[config.mk]
export PLATFORM = sky130hd
export DESIGN_NAME = fetch_stage
export DESIGN_NICKNAME = d
export VERILOG_FILES = /design/src/rtl/fetch_stage_pkg.sv /design/src/rtl/fetch_npc.sv /design/src/rtl/fetch_stage.sv
export SDC_FILE = /design/constraint.sdc
export NUM_CORES = 1
export LEC_CHECK = 0
export CAP_MARGIN = 20
export CORE_UTILIZATION = 47
export CTS_CLUSTER_SIZE = 14
export DETAILED_ROUTE_END_ITERATION = 8
export GPL_TIMING_DRIVEN = 0
export PLACE_DENSITY = 0.87
export SLEW_MARGIN = 15
export SYNTH_ARGS = -nofsm -noshare
export SYNTH_HDL_FRONTEND = slang
export SYNTH_SLANG_ARGS = --single-unit
[constraint.sdc]
create_clock -name clk -period 9.9 [get_ports clk]
set_clock_uncertainty 0.2 [all_clocks]
set_input_delay 1.98 -clock clk [delete_from_list [all_inputs] [get_ports clk]]
set_output_delay 1.98 -clock clk [all_outputs]
set_load 0.005 [all_outputs]
[src/rtl/fetch_stage_pkg.sv]
// Shared fetch/control definitions: NPC op encodings, bubble instruction and
// the default reset PC. Imported by fetch_stage, fetch_npc, the controller and EX.
package fetch_stage_pkg;

  localparam int PC_W_DEF = 32;

  // Next-PC operation carried down the pipe with each instruction
  typedef enum logic [1:0] {
    NPC_PC4  = 2'd0,
    NPC_JMP  = 2'd1,
    NPC_JAL  = 2'd2,
    NPC_JALR = 2'd3
  } npc_op_e;

  // addi x0,x0,0
  localparam logic [31:0] NOP_INST_DEF = 32'h0000_0013;
  localparam logic [31:0] RESET_PC_DEF = 32'h0000_0000;

endpackage

[src/rtl/fetch_npc.sv]
// Combinational next-PC unit: decides whether the instruction in EX redirects
// fetch and computes the next fetch address (target or pc+4).
module fetch_npc
  import fetch_stage_pkg::*;
#(
  parameter int PC_W = PC_W_DEF
) (
  input  logic [PC_W-1:0] i_pc,
  input  logic [1:0]      i_ex_npc_op,
  input  logic            i_ex_br_taken,
  input  logic [PC_W-1:0] i_ex_pc,
  input  logic [PC_W-1:0] i_ex_imm,
  input  logic [PC_W-1:0] i_ex_alu_c,
  output logic [PC_W-1:0] o_npc,
  output logic            o_redirect
);

  // Select sequential fetch unless EX resolves a taken control transfer
  always_comb begin
    o_redirect = 1'b0;
    o_npc      = i_pc + PC_W'(4);
    case (npc_op_e'(i_ex_npc_op))
      NPC_JMP: begin
        if (i_ex_br_taken) begin
          o_redirect = 1'b1;
          o_npc      = i_ex_pc + i_ex_imm;
        end
      end
      NPC_JAL: begin
        o_redirect = 1'b1;
        o_npc      = i_ex_pc + i_ex_imm;
      end
      NPC_JALR: begin
        // Target LSB is always dropped; no misalignment trap is raised
        o_redirect = 1'b1;
        o_npc      = i_ex_alu_c & ~PC_W'(1);
      end
      default: begin
        o_redirect = 1'b0;
      end
    endcase
  end

endmodule

[src/rtl/fetch_stage.sv]
// Instruction fetch stage with IF/ID pipeline register.
// Priority each cycle: rst > redirect > stall > normal fetch.
// Optional performance counters are built only when FETCH_PERF_CNT_EN is defined;
// otherwise perf_fetch_cnt / perf_flush_cnt are tied to zero.
module fetch_stage
  import fetch_stage_pkg::*;
#(
  parameter int              PC_W     = PC_W_DEF,
  parameter logic [PC_W-1:0] RESET_PC = RESET_PC_DEF,
  parameter logic [PC_W-1:0] NOP_INST = NOP_INST_DEF
) (
  input  logic            clk,
  input  logic            rst,
  output logic [PC_W-1:0] irom_addr,
  input  logic [PC_W-1:0] irom_inst,
  input  logic            stall,
  input  logic [1:0]      ex_npc_op,
  input  logic            ex_br_taken,
  input  logic [PC_W-1:0] ex_pc,
  input  logic [PC_W-1:0] ex_imm,
  input  logic [PC_W-1:0] ex_alu_c,
  output logic [PC_W-1:0] id_inst,
  output logic [PC_W-1:0] id_pc,
  output logic [PC_W-1:0] id_pc4,
  output logic            id_valid,
  output logic            flush_o,
  output logic [31:0]     perf_fetch_cnt,
  output logic [31:0]     perf_flush_cnt
);

  logic [PC_W-1:0] r_pc;
  logic [PC_W-1:0] r_id_inst;
  logic [PC_W-1:0] r_id_pc;
  logic [PC_W-1:0] r_id_pc4;
  logic            r_id_valid;
  logic [PC_W-1:0] w_npc;
  logic [PC_W-1:0] w_pc4;
  logic            w_redirect;

  fetch_npc #(
    .PC_W (PC_W)
  ) u_npc (
    .i_pc          (r_pc),
    .i_ex_npc_op   (ex_npc_op),
    .i_ex_br_taken (ex_br_taken),
    .i_ex_pc       (ex_pc),
    .i_ex_imm      (ex_imm),
    .i_ex_alu_c    (ex_alu_c),
    .o_npc         (w_npc),
    .o_redirect    (w_redirect)
  );

  assign w_pc4     = r_pc + PC_W'(4);
  assign irom_addr = r_pc;
  assign flush_o   = w_redirect;
  assign id_inst   = r_id_inst;
  assign id_pc     = r_id_pc;
  assign id_pc4    = r_id_pc4;
  assign id_valid  = r_id_valid;

  // PC and IF/ID update; a redirect kills the IF instruction even during a stall
  always_ff @(posedge clk) begin
    if (rst) begin
      r_pc       <= RESET_PC;
      r_id_inst  <= NOP_INST;
      r_id_pc    <= '0;
      r_id_pc4   <= PC_W'(4);
      r_id_valid <= 1'b0;
    end else if (w_redirect) begin
      r_pc       <= w_npc;
      r_id_inst  <= NOP_INST;
      r_id_valid <= 1'b0;
    end else if (!stall) begin
      r_pc       <= w_npc;
      r_id_inst  <= irom_inst;
      r_id_pc    <= r_pc;
      r_id_pc4   <= w_pc4;
      r_id_valid <= 1'b1;
    end
  end

`ifdef FETCH_PERF_CNT_EN
  logic [31:0] r_fetch_cnt;
  logic [31:0] r_flush_cnt;

  // Count accepted fetches and redirects; both wrap silently
  always_ff @(posedge clk) begin
    if (rst) begin
      r_fetch_cnt <= '0;
      r_flush_cnt <= '0;
    end else if (w_redirect) begin
      r_flush_cnt <= r_flush_cnt + 32'd1;
    end else if (!stall) begin
      r_fetch_cnt <= r_fetch_cnt + 32'd1;
    end
  end

  assign perf_fetch_cnt = r_fetch_cnt;
  assign perf_flush_cnt = r_flush_cnt;
`else
  assign perf_fetch_cnt = 32'd0;
  assign perf_flush_cnt = 32'd0;
`endif

endmodule

==> summary.md <==
| Metric | Value |
|---|---|
| Avg WL per Cell | 16.7 µm |
| Vias per cell | roughly 5.4 |
| Worst skew pair latency | approximately 0.42 ns |
| Die Footprint | 17,000 µm² |
| Ports | 328 |
| Initial Util | 0.484 |
| Commonest non-fill, non-tap cell in the layout | clkdlybuf4s50_1 |
| Clock share of power | 0.383 |
| Setup_tns | 0 ns |
| Dpl hpwl | 20,500 µm |
| Reg2reg end | irom_addr[29] |
| Synthesized area | 7750 µm² |
| Switching Share | 0.317 |
| Status | completed |
| Combinational share of power | 0.249 |
| Worst Max-Slew Pin Slew | 0.738 ns |
| Global Route Usage Sum | 0.297 |
| Max_cap viols | 0 |
| Switching pwr | 498 µW |
| Iter 0 DRT Violations | 589 |
| First drt pass iteration count | 5 |
| Vias in the first global route | around 7,400 |
| CP arrival | 3.91 ns |
| Chip Height | about 130 µm |
| Final setup viols | 0 |
| Reg-to-Reg Start | irom_addr[6] |
| Commonest cells after routing, fill and taps aside | clkdlybuf4s50_1, nand2_1, dfxtp_1 |
| Synth Warn # | 0 |
| RSZ-0062 raised after global routing | false |
| Post-layout util | 0.715 |
| Fin crit share | 0.615 |
| Worst setup EP type | output port |
| H-Tree Depth | 4 |
| Vias | between 8,000 and 9,000 |
| Slew margin rel. | 0.508 |
| Layout cells sized above 1 | 0.0966 |
| NumNets Final | 1,489 |
| Fillers | 1,249 |
| Post-Syn Instances | 979 |
| Sequential power share | 0.368 |
| Hold-fix buffers, CTS | 0 |
| Max IR drop VDD | 0.108 mV |
| Top cells by area, synth | dfxtp_1, nand2_1, buf_4, a21oi_1, ha_1 |
| Reg clk slew, reported paths | 0.06 ns |
| Max Root-Sink Buffers | 2 |
| Minimum hold slack | 0.253 ns |
| Fmax | 164 MHz |
| CP max FO | 10 |
| Seq cells post-synth | 127 |
| CP startpoint kind | primary input |
| Buffers added on ports | 261 |
| Routed Wire Length | 25,900 µm |
| Placed Area | 10,900 µm² |
| Syn Area/Cell | roughly 7.9 µm² |
| Final hold vios | 0 |
| Pwr/cell area | 138 nW/µm² |
| Cell variety after synth | 75 |
| Core area | around 16,000 µm² |
| Largest net degree at the start of global routing | 17 |
| Seq/Total Area, Yosys | 0.328 |
| Slew Limit Fails | 0 |
| Synth top area share | 0.328 |
| Die Span X | roughly 130 µm |
| RD Place Congestion | 0.894 |
| TritonCTS clock tree | built |
| Fin area | 11,400 µm² |
| Post-CTS setup buffers | 0 |
| Total global routing overflow | 0 |
| Hold Path End | id_pc[24] |
| Internal power | ~1100 µW |
| Leading register cell type out of synthesis | dfxtp_1 |
| Cell accounting for the most synthesized area | dfxtp_1 |
| DR DRC count | 0 |
| Reg-to-reg slack, setup | 7.04 ns |
| Pleak | roughly 0.0045 µW |
| Hold crit path type | flop to flop |
| Cells on worst reg2reg path | 8 |
| N_diodes | 0 |
| Post-CTS sizing | 0 |
| Worst hold stages | 2 |
| Antenna Nets Post-Route | 0 |
| Data required, critical path | approximately 7.7 ns |
| Root Driver | clkbuf_16 |
| Min-delay src | id_pc[24] |
| Ys async rst share | 0 |
| Syn-to-layout area delta | 47.5% |
| First-pass GRT wire length | 38,800 µm |
| Total CTS buffers | 17 |
| Post-synth EDFFs | 0 |
| # rows | 46 |
| Min Tclk post-route | approximately 6.1 ns |
| Critical path type | primary input to output port |
| CTS sink count | between 100 and 150 |
| Initial antenna violation count | 0 |
-- cells by family after synthesis --
group | Yosys count | share of synthesized area
flops | 127 | 0.328
fa+ha+maj | 33 | 0.0542
mux | 34 | 0.0439
simple gates | 346 | 0.199
compound gates | 254 | 0.220
other cells | 1 | 0.000484
xor+xnor | 47 | 0.0531
buf+inv | 137 | 0.101
-- worst max-delay path by stage --
| stage | to | start | slack [ns] |
|---|---|---|---|
| global route | flush_o | ex_npc_op[0] | 3.69 |
| CTS | flush_o | ex_npc_op[0] | 3.84 |
| detailed placement | flush_o | ex_npc_op[0] | 3.84 |
| finish | flush_o | ex_npc_op[0] | 3.81 |
| floorplan | flush_o | ex_br_taken | 5.12 |
| global placement | flush_o | ex_br_taken | 3.87 |
-- flip-flops by register name, indices dropped and copies added, names as in the netlist --
register / flops
irom_addr: 32
id_inst: 32
id_valid: 1
id_pc4: 30
id_pc: 32
-- per-stage QoR --
stage,setup WS (ns),power (µW),std cells
floorplan,5.12,790,1042
global placement,3.87,963,1519
detailed placement,3.84,970,1519
CTS,3.84,1570,1551
global route,3.69,1630,1551
finish,3.81,1570,1551
-- power by group through the flow --
stage | combinational, µW | clock, µW | sequential [µW]
6_report | 392 | 602 | 579
3_5_place_dp | 382 | 0 | 588
4_1_cts | 386 | 602 | 577
5_1_grt | 424 | 626 | 582
2_1_floorplan | 211 | 0 | 579
3_3_place_gp | 377 | 0 | 587
-- critical path, cell delays in order --
cell,delay (ns)
clkdlybuf4s50_1,0.49
a21oi_2,0.44
inv_1,0.17
clkbuf_1,0.29
clkdlybuf4s50_1,0.54
-- layer usage --
layer  routed length, µm  part of all wire  GRT usage
met1               10600              0.41      0.381
met2               12100              0.46      0.484
met3                2360             0.091     0.0542
met4                 968             0.037      0.138
met5                   0                 0          0
-- synth_stat cells, drive strengths merged, types with 19 or more instances --
library cell  instances
o21ai                37
xnor2                22
nor3                 19
ha                   32
xor2                 25
nor2                106
a21oi                92
buf                  78
mux2i                34
dfxtp               127
a211oi               26
nand3                27
clkbuf               47
nand2               142
-- final cells by class --
class | instances | area (µm²) | area share
multi-input cells | 778 | 4660 | 0.408
repair buffers | 261 | 2610 | 0.228
flip-flops and latches | 127 | 2540 | 0.222
plain buffers | 125 | 739 | 0.0647
clock buffers | 17 | 425 | 0.0372
well taps | 216 | 270 | 0.0236
clock inverters | 15 | 139 | 0.0121
inverters | 12 | 45.0 | 0.00394
No activity file was read; power rests on OpenSTA's default activity.
==> edit 1, RTL diff (config.mk and constraints unchanged) <==
Add a define of `FETCH_PERF_CNT_EN`.
--- a/src/rtl/fetch_stage.sv
+++ b/src/rtl/fetch_stage.sv
@@ -4,2 +4,4 @@
 // otherwise perf_fetch_cnt / perf_flush_cnt are tied to zero.
+`define FETCH_PERF_CNT_EN
+
 module fetch_stage
Function: changed (a bounded check fails within 4 cycles, from zero or initial values and one cycle with rst high).
==> edit 1 against the original RTL <==
Synthesized area rose by 28%. Register-to-register slack got worse by 250 ps. Critical path depth did not move. Routed wire length rose by 31%. Power rose by 23%. Critical endpoint unchanged. Worst setup slack got worse by 200 ps. Sequential cell count rose by 64. Design area rose by 23%.
==> edit 1: results (changes against the original RTL) <==
Logic synthesis
  • Syn Nets: 1387
  • Yosys warns: 0 (unchanged)
  • Top cells by count, synth: dfxtp_1, nor2_1, nand2_1
  • Top FF cell, synth: dfxtp_1
  • Post-Synthesis Cells: 1218 (+24%)
  • Post-synth cell types: 62 (-17%)
  • Synth async-reset ratio: 0% (unchanged)
  • Seq/Total Area, Yosys: 38.5% (+5.7 points)
  • Synth top area cells: dfxtp_1, nor2_1, nand2_1

Clock tree
  • CTS max path bufs: 2 (unchanged)
  • Worst-Skew Late Latency: 440 ps (+20 ps)
  • PostCTS Resize Cnt: 0 (unchanged)
  • CTS buffer count: 17 (unchanged)
  • Clock transition at path regs: 70 ps
  • Post-CTS setup buffers: 0 (unchanged)
  • H-tree Lvls: 4 (unchanged)

Power and ir drop
  • Maximum VDD drop: 0.124 mV (+15%)
  • Pleak: 0.00524 uW (+15%)

Layout
  • Synth-to-Final Area Change: 42.2%
  • Ratio of cells with drive above 1 in the final layout: 3.17% (-6.5 points)
  • Filler Cells Inserted: 1654 (+32%)
  • Post-route insts no fill: 1845 (+19%)
  • # diodes: 0 (unchanged)
  • Fin nets: 1731 (+16%)

STA
  • Slew headroom: 47.8% (-3.0 points)

Global routing
  • All-Layer GR Usage: 30.7% (+0.98 points)
  • Global Route met2 Usage: 50.8% (+2.4 points)
  • Global Route met1 Usage: 38.5% (+0.34 points)
  • First-pass GRT wire length: 52.5 mm (+35%)
  • Largest net degree at the start of global routing: 21 (+4)
  • Vias in the first global route: 9839 (+33%)
  • Initial antenna violation count: 1 (+1)
  • Met3 Usage GRT: 6.12% (+0.70 points)

Setup path
  • Crit path max fanout: 10 (unchanged)
  • CP arrival: 4110 ps (+200 ps)

Min path
  • Worst min path class: reg -> reg

Place
  • IO buf count: 325 (+25%)
  • GP Congestion: 0.957 (+7.0%)
  • Placed cell areas: 0.0135 mm^2 (+24%)
  • DP HPWL: 26.5 mm (+29%)
  • Cells after DPL: 1813 (+19%)

Drt
  • DR WL/cell: 18.4 um (+9.8%)
  • Initial DRC count: 786 (+33%)
  • Remaining DRCs: 0 (unchanged)
  • DR pass1 iterations: 5 (unchanged)
  • Number of vias per cell: 5.69 (+5.7%)

Run status
  • Status: finished, final reports clean
edit 1: worst max-delay path, cell delays in order:
cell	delay, ps
clkdlybuf4s50_1	530
a21oi_1	160
inv_2	240
buf_1	570
clkdlybuf4s50_1	630
edit 1: cell type report:
| cell class | instances | share of cell area [%] |
|---|---|---|
| clock buffers | 17 | 3.02 |
| repair buffers | 325 | 23.1 |
| inverters | 20 | 0.532 |
| flip-flops and latches | 191 | 27.1 |
| well taps | 270 | 2.39 |
| plain buffers | 69 | 1.98 |
| clock inverters | 15 | 1.21 |
| multi-input cells | 938 | 40.7 |
edit 1: kinds of logic after synthesis:
group | after synthesis | synth area share, %
multiplexers | 32 | 3.23
adder cells (fa/ha/maj) | 35 | 4.49
XOR/XNOR | 96 | 8.48
AND/OR/NAND/NOR | 481 | 22.6
AO/OA/AOI/OAI | 294 | 19.1
buffers and inverters | 89 | 3.57
flip-flops | 191 | 38.5
edit 1: metrics by stage:
stage	hold WS, ps	setup slack, ps
final	254	3610
after global routing	267	3460
after CTS	255	3620
after detailed placement	246	3620
after global placement	243	3650
after floorplan	245	5180
edit 1: per-layer routing:
layer  vias up  routed length, um
met5         -                 13
met4         2               1330
met3        87               2570
met2       564              16000
met1      4840              14000
li1       4996                  -
edit 1: report_power, final:
part | leakage (uW) | internal [uW] | switching (uW)
Combinational | 0.00339 | 197 | 197
Clock | 0.000292 | 341 | 351
Sequential | 0.00155 | 800 | 43.8
edit 1: worst paths after layout:
kind	startpoint	end	slack, ps	cells after the start
max reg2reg	irom_addr[2]$_SDFFE_PP0P_	irom_addr[30]$_SDFFE_PP0P_	6790	10
min reg2reg	id_pc[27]$_SDFFE_PP0P_	id_pc[27]$_SDFFE_PP0P_	250	2
max	ex_npc_op[0]	flush_o	3610	5
min	id_pc[27]$_SDFFE_PP0P_	id_pc[27]$_SDFFE_PP0P_	250	2
==> edit 2, RTL diff (same settings) <==
Without the edit above. Remove the case item `NPC_JMP` of the case on `npc_op_e'(i_ex_npc_op)`.
--- a/src/rtl/fetch_npc.sv
+++ b/src/rtl/fetch_npc.sv
@@ -22,8 +22,2 @@
     case (npc_op_e'(i_ex_npc_op))
-      NPC_JMP: begin
-        if (i_ex_br_taken) begin
-          o_redirect = 1'b1;
-          o_npc      = i_ex_pc + i_ex_imm;
-        end
-      end
       NPC_JAL: begin
Formal check against the unedited RTL: not equivalent (Yosys sat finds a counterexample within 4 cycles, from zero or initial values and one cycle with rst high).
==> edit 2 against the original RTL <==
First-iteration DRC count increased by 7.3%. Clock power increased by 3%. Synthesized area shrank 1.3%. Worst hold slack worse by 0.99 ps. Worst setup slack improved by 920 ps. Design area fell by 0.85%. Power shrank 0.44%. Sequential cell count unchanged. Synthesized cell count fell by 0.61%. Routed wire length decreased by 3.4%.
==> edit 2: results (changes against the original RTL) <==
Drt
  • Number of vias per cell: 5.23 (-2.8%)
  • DR pass1 iterations: 6 (+1)
  • WL final: 25.1 mm (-3.4%)
  • Initial DRC count: 632 (+7.3%)

Global routing
  • Vias in the first global route: 7504 (+1.4%)
  • First-pass GRT wire length: 38.1 mm (-1.9%)
  • All-Layer GR Usage: 29.2% (-0.47 points)

Layout
  • Filler Cells Inserted: 1223 (-2.1%)
  • Fin nets: 1481 (-0.54%)
  • Ratio of cells with drive above 1 in the final layout: 8.52% (-1.1 points)

Run status
  • Status: finished, final reports clean

Logic synthesis
  • Seq/Total Area, Yosys: 33.2% (+0.42 points)
  • Post-synth cell types: 57 (-24%)
  • Synth top area cells: dfxtp_1, buf_4, nand2_1
  • Top cells by count, synth: nand2_1, dfxtp_1, nor2_1

Power and ir drop
  • Pleak: 0.00459 uW (+0.96%)
  • Maximum VDD drop: 0.129 mV (+20%)

Place
  • GP Congestion: 0.886 (-0.85%)
  • IO buf count: 259 (-0.77%)
  • DP Worst Slack: 4550 ps (+716 ps)

Setup path
  • Reg2reg start: irom_addr[4]$_SDFFE_PP0N_
  • CP arrival: 2990 ps (-920 ps)
  • Crit path max fanout: 9 (-1)
  • Crit path from: ex_npc_op[1]

Min path
  • Hold Path Origin: id_pc[7]$_SDFFE_PP0P_
## edit 2: cell count changes after synthesis, sizes merged, moves of 6 or more
| cell | unedited run | this run |
|---|---|---|
| o211ai | 7 | 13 |
| nand3 | 27 | 20 |
| nor2 | 106 | 122 |
| nor2b | 3 | 9 |
| xor2 | 25 | 43 |
| a21oi | 92 | 79 |
| xnor2 | 22 | 31 |
| a221oi | 11 | 2 |
| nand2 | 142 | 128 |
## edit 2: path summary, 6_finish.rpt
path / to / slack (ps) / depth (start not counted)
setup / recovery: flush_o / 4730 / 3
hold / removal: id_pc[7]$_SDFFE_PP0P_ / 250 / 2
setup reg to reg: irom_addr[17]$_SDFFE_PP0N_ / 6690 / 9
hold reg to reg: id_pc[7]$_SDFFE_PP0P_ / 250 / 2
## edit 2: kinds of logic after synthesis
| kind of cell | Yosys count | share of synthesized area, % |
|---|---|---|
| other | 1 | 0.0490 |
| and+or+nand+nor | 344 | 19.7 |
| AOI/OAI and AO/OA | 218 | 18.1 |
| xor gates and xnor gates | 74 | 8.47 |
| muxes | 36 | 4.73 |
| buffers and inverters | 140 | 10.3 |
| DFF | 127 | 33.2 |
| adders and majority gates | 33 | 5.49 |
## edit 2: area by class of cell
| type | count | area share [%] |
|---|---|---|
| clock buffers | 17 | 3.75 |
| clock inverters | 15 | 1.41 |
| well taps | 216 | 2.38 |
| plain buffers | 132 | 6.66 |
| inverters | 8 | 0.265 |
| multi-input cells | 769 | 40.2 |
| repair buffers | 259 | 22.9 |
| flip-flops and latches | 127 | 22.4 |
## edit 2: metrics by stage
step / hold slack [ps] / area [um^2] / cells / utilization, %
6_report: 252 / 11300 / 1543 / 71.4
5_1_grt: 270 / 11300 / 1543 / 71.4
4_1_cts: 255 / 11300 / 1543 / 71.4
3_5_place_dp: 246 / 10800 / 1511 / 67.7
3_3_place_gp: 239 / 10800 / 1511 / 67.7
2_1_floorplan: 241 / 7890 / 1036 / -
## edit 2: layer usage
metal / wire length, um / GRT usage [%] / up-vias
met5: 0 / 0 / -
met4: 1090 / 15.7 / 0
met3: 1970 / 4.91 / 79
met2: 11900 / 48.6 / 441
met1: 10100 / 36.1 / 3628
li1: - / - / 3918
## edit 2: worst max-delay path: stages
cell,delay (ps)
clkbuf_1,370
clkbuf_1,140
clkdlybuf4s50_1,490
## edit 2: where the power goes
part           internal, uW  total (uW)  switching, uW
sequential              540         571           31.2
combinational           197         374            177
clock                   374         621            246
total                  1110        1570            454
